File: src/rtl/fractcam_writer.sv
// rtl/fractcam_writer.sv - row writer that shifts ternary rules into a FracTCAM LUT array
//
// Ports:
//   clk        rising-edge clock
//   rst        synchronous active-high reset
//   wr_valid   row-update request valid
//   wr_ready   request can be accepted this cycle (IDLE and not in reset)
//   wr_row     target row (group of 8 entries)
//   wr_value   ternary values, entry e at [e*TCAM_WIDTH +: TCAM_WIDTH]
//   wr_mask    care mask, same layout (1 = care)
//   wr_enable  per-row shift enable, one-hot on the target row while shifting
//   rules      shift data, bit c*8+e feeds column c of entry e
//   busy       high for the 32 shift cycles of an update
//   done       one-cycle pulse after the last shift cycle
//   err        qualifies done: the row was out of range
module fractcam_writer #(
    parameter int TCAM_WIDTH = 5,
    parameter int TCAM_DEPTH = 64,
    parameter int ROW_W      = 3
) (
    input  logic                          clk,
    input  logic                          rst,
    input  logic                          wr_valid,
    output logic                          wr_ready,
    input  logic [ROW_W-1:0]              wr_row,
    input  logic [8*TCAM_WIDTH-1:0]       wr_value,
    input  logic [8*TCAM_WIDTH-1:0]       wr_mask,
    output logic [TCAM_DEPTH/8-1:0]       wr_enable,
    output logic [TCAM_WIDTH*8/5-1:0]     rules,
    output logic                          busy,
    output logic                          done,
    output logic                          err
);

    localparam int          ROWS   = TCAM_DEPTH / 8;
    localparam int          COLS   = TCAM_WIDTH / 5;
    localparam logic [31:0] ROWS_U = 32'(ROWS);

    typedef enum logic {
        IDLE,
        SHIFT
    } state_t;

    state_t                    state, state_nx;
    logic [4:0]                k, k_nx;
    logic [ROW_W-1:0]          row_q;
    logic [8*TCAM_WIDTH-1:0]   value_q;
    logic [8*TCAM_WIDTH-1:0]   mask_q;
    logic                      done_q, done_nx;
    logic                      err_q, err_nx;
    logic                      accept;
    logic                      row_ok;
    logic                      shifting;

    assign row_ok = (32'(row_q) < ROWS_U);

    always_ff @(posedge clk) begin
        if (rst) begin
            state   <= IDLE;
            k       <= 5'd31;
            done_q  <= 1'b0;
            err_q   <= 1'b0;
            row_q   <= '0;
            value_q <= '0;
            mask_q  <= '0;
        end else begin
            state  <= state_nx;
            k      <= k_nx;
            done_q <= done_nx;
            err_q  <= err_nx;
            if (accept) begin
                row_q   <= wr_row;
                value_q <= wr_value;
                mask_q  <= wr_mask;
            end
        end
    end

    always_comb begin
        state_nx = state;
        k_nx     = k;
        done_nx  = 1'b0;
        err_nx   = 1'b0;
        accept   = 1'b0;
        wr_ready = (state == IDLE) && !rst;
        case (state)
            IDLE: begin
                if (wr_valid && wr_ready) begin
                    accept   = 1'b1;
                    state_nx = SHIFT;
                    k_nx     = 5'd31;
                end
            end
            SHIFT: begin
                if (k == 5'd0) begin
                    state_nx = IDLE;
                    k_nx     = 5'd31;
                    done_nx  = 1'b1;
                    err_nx   = !row_ok;
                end else begin
                    k_nx = k - 5'd1;
                end
            end
            default: state_nx = IDLE;
        endcase
    end

    // Every output is a function of registered state only, additionally
    // forced low while reset is held so an aborted shift stops immediately.
    always_comb begin
        shifting  = (state == SHIFT) && !rst;
        busy      = shifting;
        done      = done_q && !rst;
        err       = err_q && !rst;
        wr_enable = '0;
        rules     = '0;
        for (int r = 0; r < ROWS; r++) begin
            wr_enable[r] = shifting && row_ok && (32'(row_q) == 32'(r));
        end
        // LUT address k is written with 1 when k matches the 5-bit ternary slice.
        for (int c = 0; c < COLS; c++) begin
            for (int e = 0; e < 8; e++) begin
                rules[c*8+e] = shifting &&
                    (((k ^ value_q[e*TCAM_WIDTH + c*5 +: 5]) &
                      mask_q[e*TCAM_WIDTH + c*5 +: 5]) == 5'd0);
            end
        end
    end

endmodule

File: config.mk
export PLATFORM = sky130hd
export DESIGN_NAME = fractcam_writer
export DESIGN_NICKNAME = d
export VERILOG_FILES = /design/src/rtl/fractcam_writer.sv
export SDC_FILE = /design/constraint.sdc
export NUM_CORES = 1
export LEC_CHECK = 0
export CAP_MARGIN = 10
export CORE_MARGIN = 3
export CORE_UTILIZATION = 46
export CTS_BUF_LIST = sky130_fd_sc_hd__clkbuf_8
export CTS_CLUSTER_SIZE = 30
export DETAILED_ROUTE_END_ITERATION = 10
export PLACE_DENSITY = 0.8
export SLEW_MARGIN = 20
export SYNTH_ARGS = -nofsm -noshare
export SYNTH_HDL_FRONTEND = slang
export SYNTH_SLANG_ARGS = --single-unit
File: constraint.sdc
create_clock -name clk -period 1.6 [get_ports clk]
set_clock_uncertainty 0.2 [all_clocks]
set_input_delay 0.16 -clock clk [delete_from_list [all_inputs] [get_ports clk]]
set_output_delay 0.16 -clock clk [all_outputs]
set_load 0.1 [all_outputs]
Word level (Yosys, flattened, before mapping)
Index checks and enable logic that the tools add are counted.
W data, S select, Z words.
{"block": "totals", "input_bits": 86, "reg_bits": 90, "out_inout_bits": 20, "elab_cells": 72}
{"block": "classes", "add_sub_neg": 1, "n_reduce_logical": 32, "n_mux": 8, "bitwise_logic": 17, "n_eq_ne": 8}
{"operator": "$logic_not A5 Y1", "count": 9}
{"operator": "$and A5 B5 Y5", "count": 8}
{"operator": "$xor A5 B5 Y5", "count": 8}
{"operator": "$logic_and A1 B1 Y1", "count": 20}
{"operator": "$eq A3 B3 Y1 const B", "count": 4}
{"operator": "$mux W5", "count": 2}
{"operator": "$pmux W5 S2", "count": 1}
{"operator": "$eq A3 B2 Y1 const B", "count": 2}
{"operator": "$sub A5 B1 Y5 const B", "count": 1}
{"operator": "$mux W1", "count": 4}
{"operator": "$eq A3 B1 Y1 const B", "count": 1}
{"operator": "$logic_not A3 Y1", "count": 1}
{"operator": "$ne A2 B1 Y1 const B", "count": 1}
{"operator": "$pmux W1 S2", "count": 1}
{"operator": "$reduce_or A2 Y1", "count": 1}
{"operator": "$logic_not A1 Y1", "count": 1}
{"operator": "$not A1 Y1", "count": 1}

Logic depth before layout (Yosys ltp)
Gate-level depths: netlist (run 1).
{"block": "logic_depth", "depth_word": 5, "ltp_mapped": 6, "ltp_nobuf": 5}

Least setup slack after synthesis (run 1)
Ideal clock, no wire load.
{"block": "synth_path", "path_type": "register -> output", "start": "reg state", "end": "out wr_enable[0]", "path_stages_with_launch": 5, "n_path_buf": 2, "arrival_ns": 3.656, "setup_slack_ns": -2.416, "path_cell_list": "dfxtp_1 buf_4 nand2b_1 buf_2 nor4_1"}
{"block": "synth_via", "elab_chain_len": 2}
{"item": "start: declaration", "line_no": "44", "text": "state_t state, state_nx;"}
{"item": "start signal: assignment", "line_no": "67", "text": "state <= state_nx;"}
{"item": "$logic_and A1 B1 Y1", "line_no": "111", "text": "shifting = (state == SHIFT) && !rst;"}
{"item": "$logic_and A1 B1 Y1", "line_no": "118", "text": "wr_enable[r] = shifting && row_ok && (32'(row_q) == 32'(r));"}
{"item": "end: declaration", "line_no": "28", "text": "output logic [TCAM_DEPTH/8-1:0] wr_enable,"}
Every way passes these cells.

Final worst setup path (run 1)
{"block": "layout_path", "start": "reg k[1]", "end": "out rules[4]"}
{"block": "layout_via", "elab_chain_len": 4}
{"item": "start: declaration", "line_no": "45", "text": "logic [4:0] k, k_nx;"}
{"item": "start signal: assignment", "line_no": "68", "text": "k <= k_nx;"}
{"item": "$xor A5 B5 Y5", "line_no": "124", "text": "(((k ^ value_q[e*TCAM_WIDTH + c*5 +: 5]) &"}
{"item": "$and A5 B5 Y5", "line_no": "124"}
{"item": "$logic_not A5 Y1", "line_no": "124"}
{"item": "$logic_and A1 B1 Y1", "line_no": "123", "text": "rules[c*8+e] = shifting &&"}
{"item": "end: declaration", "line_no": "29", "text": "output logic [TCAM_WIDTH*8/5-1:0] rules,"}
Every way passes these cells.

==> metrics.md, run 1 <==
| Metric | Value |
|---|---|
| Status | `finished, violations left` |
| Failing checks | `DRC, setup timing` |
| Buffers on Ports | `104` |
| CP cell instances | `buf_6, xor2_1, a22oi_1, and3_4, buf_12` |
| CTS tree | `done` |
| Post-synthesis sequential area ratio | `44.28%` |
| Fin crit share | `126.7%` |
| Tmin final | `2028 ps` |
| R2R depth | `10` |
| Gp weighted congestion | `0.8161` |
| Starting Density | `48.54%` |
| R2R setup slack | `-290 ps` |
| Io pins | `106` |
| H-Tree Depth | `3` |
| Max-cap viol count | `0` |
| Initial antenna violation count | `0` |
| Leading post-synthesis cells by cell area | `dfxtp_1 44%, nand2b_1 14%, o21ai_0 10%` |
| RSZ-0062 raised after global routing | `yes` |
| Largest net degree at the start of global routing | `38` |
| YS warnings | `0` |
| Bufs on Longest Clock Path | `2` |
| Area grow syn2layout | `80.72%` |
| Avg Cell Area, Syn | `8.304 µm²` |
| Peak VDD IR | `0.4677 mV` |
| Area leader, netlist | `dfxtp_1` |
| DRC errors left | `2` |
| Core box area | `8382 µm²` |
| Global router's overall resource usage | `20.78%` |
| Layout cell share with drive strength beyond 1 | `43.25%` |
| Synth Cell Area | `4069 µm²` |
| Final Net Count | `734` |
| DR pass1 iterations | `8` |
| Worst r2r src | `state` |
| ANT cells | `0` |
| DR WL/cell | `21.79 µm` |
| Yosys reg bits | `90` |
| First-pass GRT wire length | `16,480 µm` |
| Count of flip-flops with a built-in enable after synthesis | `0` |
| Critical path class | `reg2out` |
| Max Slew Vio Count | `0` |
| Dpl cells | `698` |
| Achievable Freq | `0.4932 GHz` |
| Slowest CP cell | `dfxtp_4` |
| CTS sink cnt | `90` |
| CP Capture Type | `primary output` |
| Leak pwr | `2.949 nW` |
| Die X | `100.1 µm` |
| DP Wirelength | `7197 µm` |
| Instance count of the mapped netlist | `490` |
| Min-Delay Endpoint | `k[1]` |
| # rows | `33` |
| CTS root buf | `clkbuf_8` |
| Hold Path Cell Cnt | `3` |
| Vias | `4,337` |
| Grt ovf | `0` |
| Worst min path class | `in2reg` |
| Overall power | `5.725 mW` |
| Setup ws final | `-427.6 ps` |
| Non-filler cells, final | `757` |
| Main flop type after synthesis | `dfxtp_1` |
| Power Dens Cells | `778.6 nW/µm²` |
| Full die area | `10,010 µm²` |
| CTS clk-pin slew, worst paths | `90 ps` |
| Critical path peak fanout | `5` |
| Hold Path Origin | `rst` |
| WL final | `16,500 µm` |
| Critical Path RT | `1240 ps` |
| DIE HEIGHT | `100.1 µm` |
| Cell with the most instances after synthesis | `dfxtp_1` |
| Vias in the first global route | `3,622` |
| CTS Hold Bufs | `0` |
| FFs w/ async S/R, synth | `0%` |
| Crit path DAT | `1670 ps` |
| Finish-stage setup viols | `106` |
| Max incr delay on CP | `380 ps` |
| Netlist cell types | `32` |
| Starting DRT DRC Count | `240` |
| Top-area cell type share of the netlist area | `44.28%` |
| TritonCTS buffer count | `9` |
| # fillers | `352` |
| Top cells by count, synth | `90 x dfxtp_1, 88 x nand2b_1, 85 x nand2_1, 81 x o21ai_0, 40 x xor2_1` |
| Via density per instance | `5.729` |
| Fin util | `87.73%` |
| Syn Nets | `577` |
| Worst R2R End | `mask_q[28]` |
| Post-DRT Antenna Nets | `0` |
| Final Hold Viols | `0` |
| Worst-skew pair later-pin latency | `370 ps` |
| Type of origin of the critical path | `flop` |
[critical path, delay by kind of cell, from the launching register on]
family,cells,cell delay [ps]
flops,1,380
buf+inv,2,300
simple gates,1,240
compound gates,1,210
xor+xnor,1,160
[power by group]
group,leakage (nW),switching (mW),total [mW],internal [mW]
combinational,2.12,0.842,1.70,0.861
clock,0.0868,0.901,1.46,0.563
sequential,0.740,0.146,2.56,2.41
[how the worst max path moves through the flow]
stage	from	end	cells after the start
2_1_floorplan	state	wr_enable[4]	5
3_3_place_gp	wr_valid	mask_q[31]	5
3_5_place_dp	wr_valid	value_q[26]	5
4_1_cts	k[1]	rules[3]	5
5_1_grt	k[3]	rules[6]	5
6_report	k[1]	rules[4]	5
[layout make-up]
| cell class | count | area, µm² | area share [%] |
|---|---|---|---|
| multi-input cells | 360 | 2838 | 38.59 |
| repair buffers | 182 | 2380 | 32.36 |
| flip-flops and latches | 90 | 1815 | 24.69 |
| well taps | 105 | 131.4 | 1.787 |
| clock buffers | 9 | 123.9 | 1.685 |
| clock inverters | 7 | 46.29 | 0.6296 |
| inverters | 4 | 18.77 | 0.2552 |
[through the flow]
| step | setup WS [ps] | hold WS, ps | area [µm²] | TNS, ps |
|---|---|---|---|---|
| 5_1_grt | -480.0 | 54.01 | 7353 | -23600 |
| 4_1_cts | -350.8 | 15.67 | 6081 | -5641 |
| 3_5_place_dp | -133.4 | 257.7 | 5743 | -8157 |
| 6_report | -427.6 | 42.97 | 7353 | -20990 |
| 2_1_floorplan | -668.9 | 68.62 | 4240 | -4146 |
| 3_3_place_gp | -102.2 | 255.0 | 5743 | -6698 |
[sequential cells by signal (all words and copies together), names as in the netlist]
name,cells
mask_q,40
value_q,40
k,5
row_q,3
done_q,1
state,1
[placed cells by master (no fill, tap or decap), types with 4 or more instances in the layout]
cell and instances:
a21oi_1 9, a22oi_1 13, and3_4 8, buf_12 30
buf_4 20, buf_6 22, buf_8 9, clkbuf_16 16
clkbuf_8 9, clkdlybuf4s50_1 84, dfxtp_1 85, nand2_1 8
nand2_2 42, nand2_4 35, nand2b_1 87, nor2_4 4
nor3_4 4, o21ai_1 36, o21ai_2 49, xor2_1 35
xor2_2 5
[metal layers]
metal / wire (µm) / vias up / track usage [%]
met4: 733 / 0 / 8.808
met3: 1003 / 63 / 3.822
met2: 8757 / 213 / 36.79
met5: 0 / - / 0
met1: 6002 / 2130 / 24.62
li1: - / 1931 / -
[timing repair]
action / 4_1_cts / 5_1_grt
cloned: 0 / 26
endpoints found under the hold margin: 0 / 0
pin swaps: 27 / 107
endpoints found under the setup margin: 22 / 106
resized for setup: 24 / 284
setup buffers: 12 / 7
[logic make-up (layout without fill, tap and decap cells)]
family / after synthesis / in the layout / share of synthesized area, %
simple gates: 202 / 202 / 25.71
fa+ha+maj: 1 / 1 / 0.3075
mux: 1 / 1 / 0.2767
buf+inv: 40 / 202 / 5.319
xor+xnor: 40 / 40 / 8.610
flops: 90 / 90 / 44.28
compound gates: 115 / 115 / 15.41
other cells: 1 / 1 / 0.09216
Note: power is estimated with default switching activity, not from simulation.
==> run 2, diff against run 1 <==
CORE_UTILIZATION = 33   (was 46)
PLACE_DENSITY = 0.61   (was 0.8)
==> metrics.md, run 2 (same netlist as run 1, synthesis figures left out) <==
| Metric | Value |
|---|---|
| TritonCTS buffer count | `9` |
| Finish-stage setup viols | `21` |
| Core box area | `11,710 µm²` |
| Area grow syn2layout | `58.76%` |
| Crit path DAT | `1590 ps` |
| Io pins | `106` |
| RSZ-0062 raised after global routing | `yes` |
| Global router's overall resource usage | `15.52%` |
| Tmin final | `1948 ps` |
| Leak pwr | `2.372 nW` |
| CP bufs+invs | `2` |
| Post-route cell area | `6460 µm²` |
| Full die area | `13,700 µm²` |
| Critical path peak fanout | `5` |
| CTS clk-pin slew, worst paths | `80 ps` |
| Achievable Freq | `0.5133 GHz` |
| Worst-skew pair later-pin latency | `360 ps` |
| Slowest CP cell | `dfxtp_2` |
| First-pass GRT wire length | `16,730 µm` |
| DR WL/cell | `14.42 µm` |
| Status | `finished, violations left` |
| Final Hold Viols | `0` |
| Power Dens Cells | `822.1 nW/µm²` |
| Max-cap viol count | `0` |
| # rows | `39` |
| CTS root buf | `clkbuf_8` |
| Critical path class | `reg2out` |
| Setup ws final | `-348.1 ps` |
| Top Registers | `mask_q: 40 flops, value_q: 40 flops, k: 5 flops` |
| Max Slew Vio Count | `0` |
| Final Net Count | `708` |
| Starting DRT DRC Count | `206` |
| Worst min path class | `in2reg` |
| Grt ovf | `0` |
| DP Area | `5761 µm²` |
| CP cell instances | `buf_4, xor2_1, a22oi_1, and3_4, buf_12` |
| Layout cell share with drive strength beyond 1 | `21.12%` |
| Gp weighted congestion | `0.7667` |
| # fillers | `1,034` |
| Starting Density | `34.74%` |
| WL final | `11,070 µm` |
| Fin util | `55.16%` |
| Max incr delay on CP | `340 ps` |
| Fin crit share | `121.8%` |
| DR pass1 iterations | `5` |
| Hold Path Cell Cnt | `3` |
| Type of origin of the critical path | `flop` |
| Vias in the first global route | `3,524` |
| Initial antenna violation count | `0` |
| Most frequent cells in the layout | `85 x nand2b_1, 84 x clkdlybuf4s50_1, 83 x nand2_1` |
| R2R depth | `6` |
| Die X | `117.0 µm` |
| CTS Hold Bufs | `0` |
| CP Capture Type | `primary output` |
| Overall power | `5.311 mW` |
| Stages on the worst setup path | `5` |
| DP Wirelength | `7367 µm` |
| Critical Path RT | `1240 ps` |
| Bufs on Longest Clock Path | `2` |
| Failing checks | `setup timing` |
| Post-DRT Antenna Nets | `0` |
| Buffers on Ports | `104` |
| ANT cells | `0` |
| DRC errors left | `0` |
| Via density per instance | `4.664` |
| CTS tree | `done` |
| Hold WS | `120.8 ps` |
| Non-filler cells, final | `768` |
| Dpl cells | `732` |
| Worst path top cell family by delay | `flip-flops` |
| Largest net degree at the start of global routing | `63` |
| H-Tree Depth | `3` |
| Vias | `3,582` |
| R2R setup slack | `-70 ps` |
| Most common cell after layout, fill and taps aside | `nand2b_1` |
| DIE HEIGHT | `117.0 µm` |
| Peak VDD IR | `0.4247 mV` |
| CTS sink cnt | `90` |
==> run 2: cell types whose count changed in the layout (fill, tap and decap cells not counted), moves of 4 or more <==
cell | before | now
dfxtp_1 | 85 | 81
nand2_4 | 35 | 1
dfxtp_2 | 2 | 6
o21ai_2 | 49 | 1
buf_6 | 22 | 13
clkbuf_16 | 16 | 8
buf_8 | 9 | 0
o21ai_0 | 0 | 75
nand2_2 | 42 | 1
nand2_1 | 8 | 83
o21ai_1 | 36 | 9
==> run 2: area by class of cell <==
class                      instances  area (µm²)  share of cell area, %
clock buffer                      10       137.6                  2.131
clock inverter                     5       47.55                 0.7360
inverter                           4       21.27                 0.3293
multi-input combinational        360        2286                  35.39
sequential                        90        1821                  28.18
tap                              143       178.9                  2.770
timing repair buffer             156        1968                  30.47
==> run 2: repair_timing <==
action                     in CTS  in global routing
pin swaps                      26                 17
resized for setup              24                 34
setup buffers                   7                  5
gates cloned                    0                 11
setup endpoints to repair      24                 86
==> run 2: report_power, final <==
part	total (mW)	switching, mW	internal, mW
logic	1.27	0.586	0.683
clock network	1.51	0.765	0.740
registers	2.54	0.123	2.41
==> run 2: metal layers <==
metal  part of all wire (%)  vias up  track usage, %
met4                    1.5        0           6.040
met1                     46     1622           19.94
li1                       -     1868               -
met2                     48       79           25.82
met5                      0        -               0
met3                    4.5       13           2.931
==> run 2: path summary, 6_finish.rpt <==
kind              start          to
min reg2reg  mask_q[14]  mask_q[14]
max                k[4]    rules[4]
max reg2reg        k[0]        k[4]
min                 rst        k[2]
==> run 2: worst min-delay path: stages <==
cell and delay (ps):
buf_2 130, buf_12 190, nand2b_1 160
==> run 2: metrics by stage <==
step	setup WS, ps	setup TNS (ps)
after detailed placement	-163.6	-7624
after floorplan	-668.9	-4146
after CTS	-374.9	-4537
after global placement	-96.25	-5020
after global routing	-432.4	-6540
final	-348.1	-4099
==> run 3, diff against run 2 <==
CTS_CLUSTER_DIAMETER = 60   (was not set)
GPL_TIMING_DRIVEN = 1   (was not set)
==> results of run 3 <==
Same layout as run 2: the final DEF is identical, and so are final timing and power.
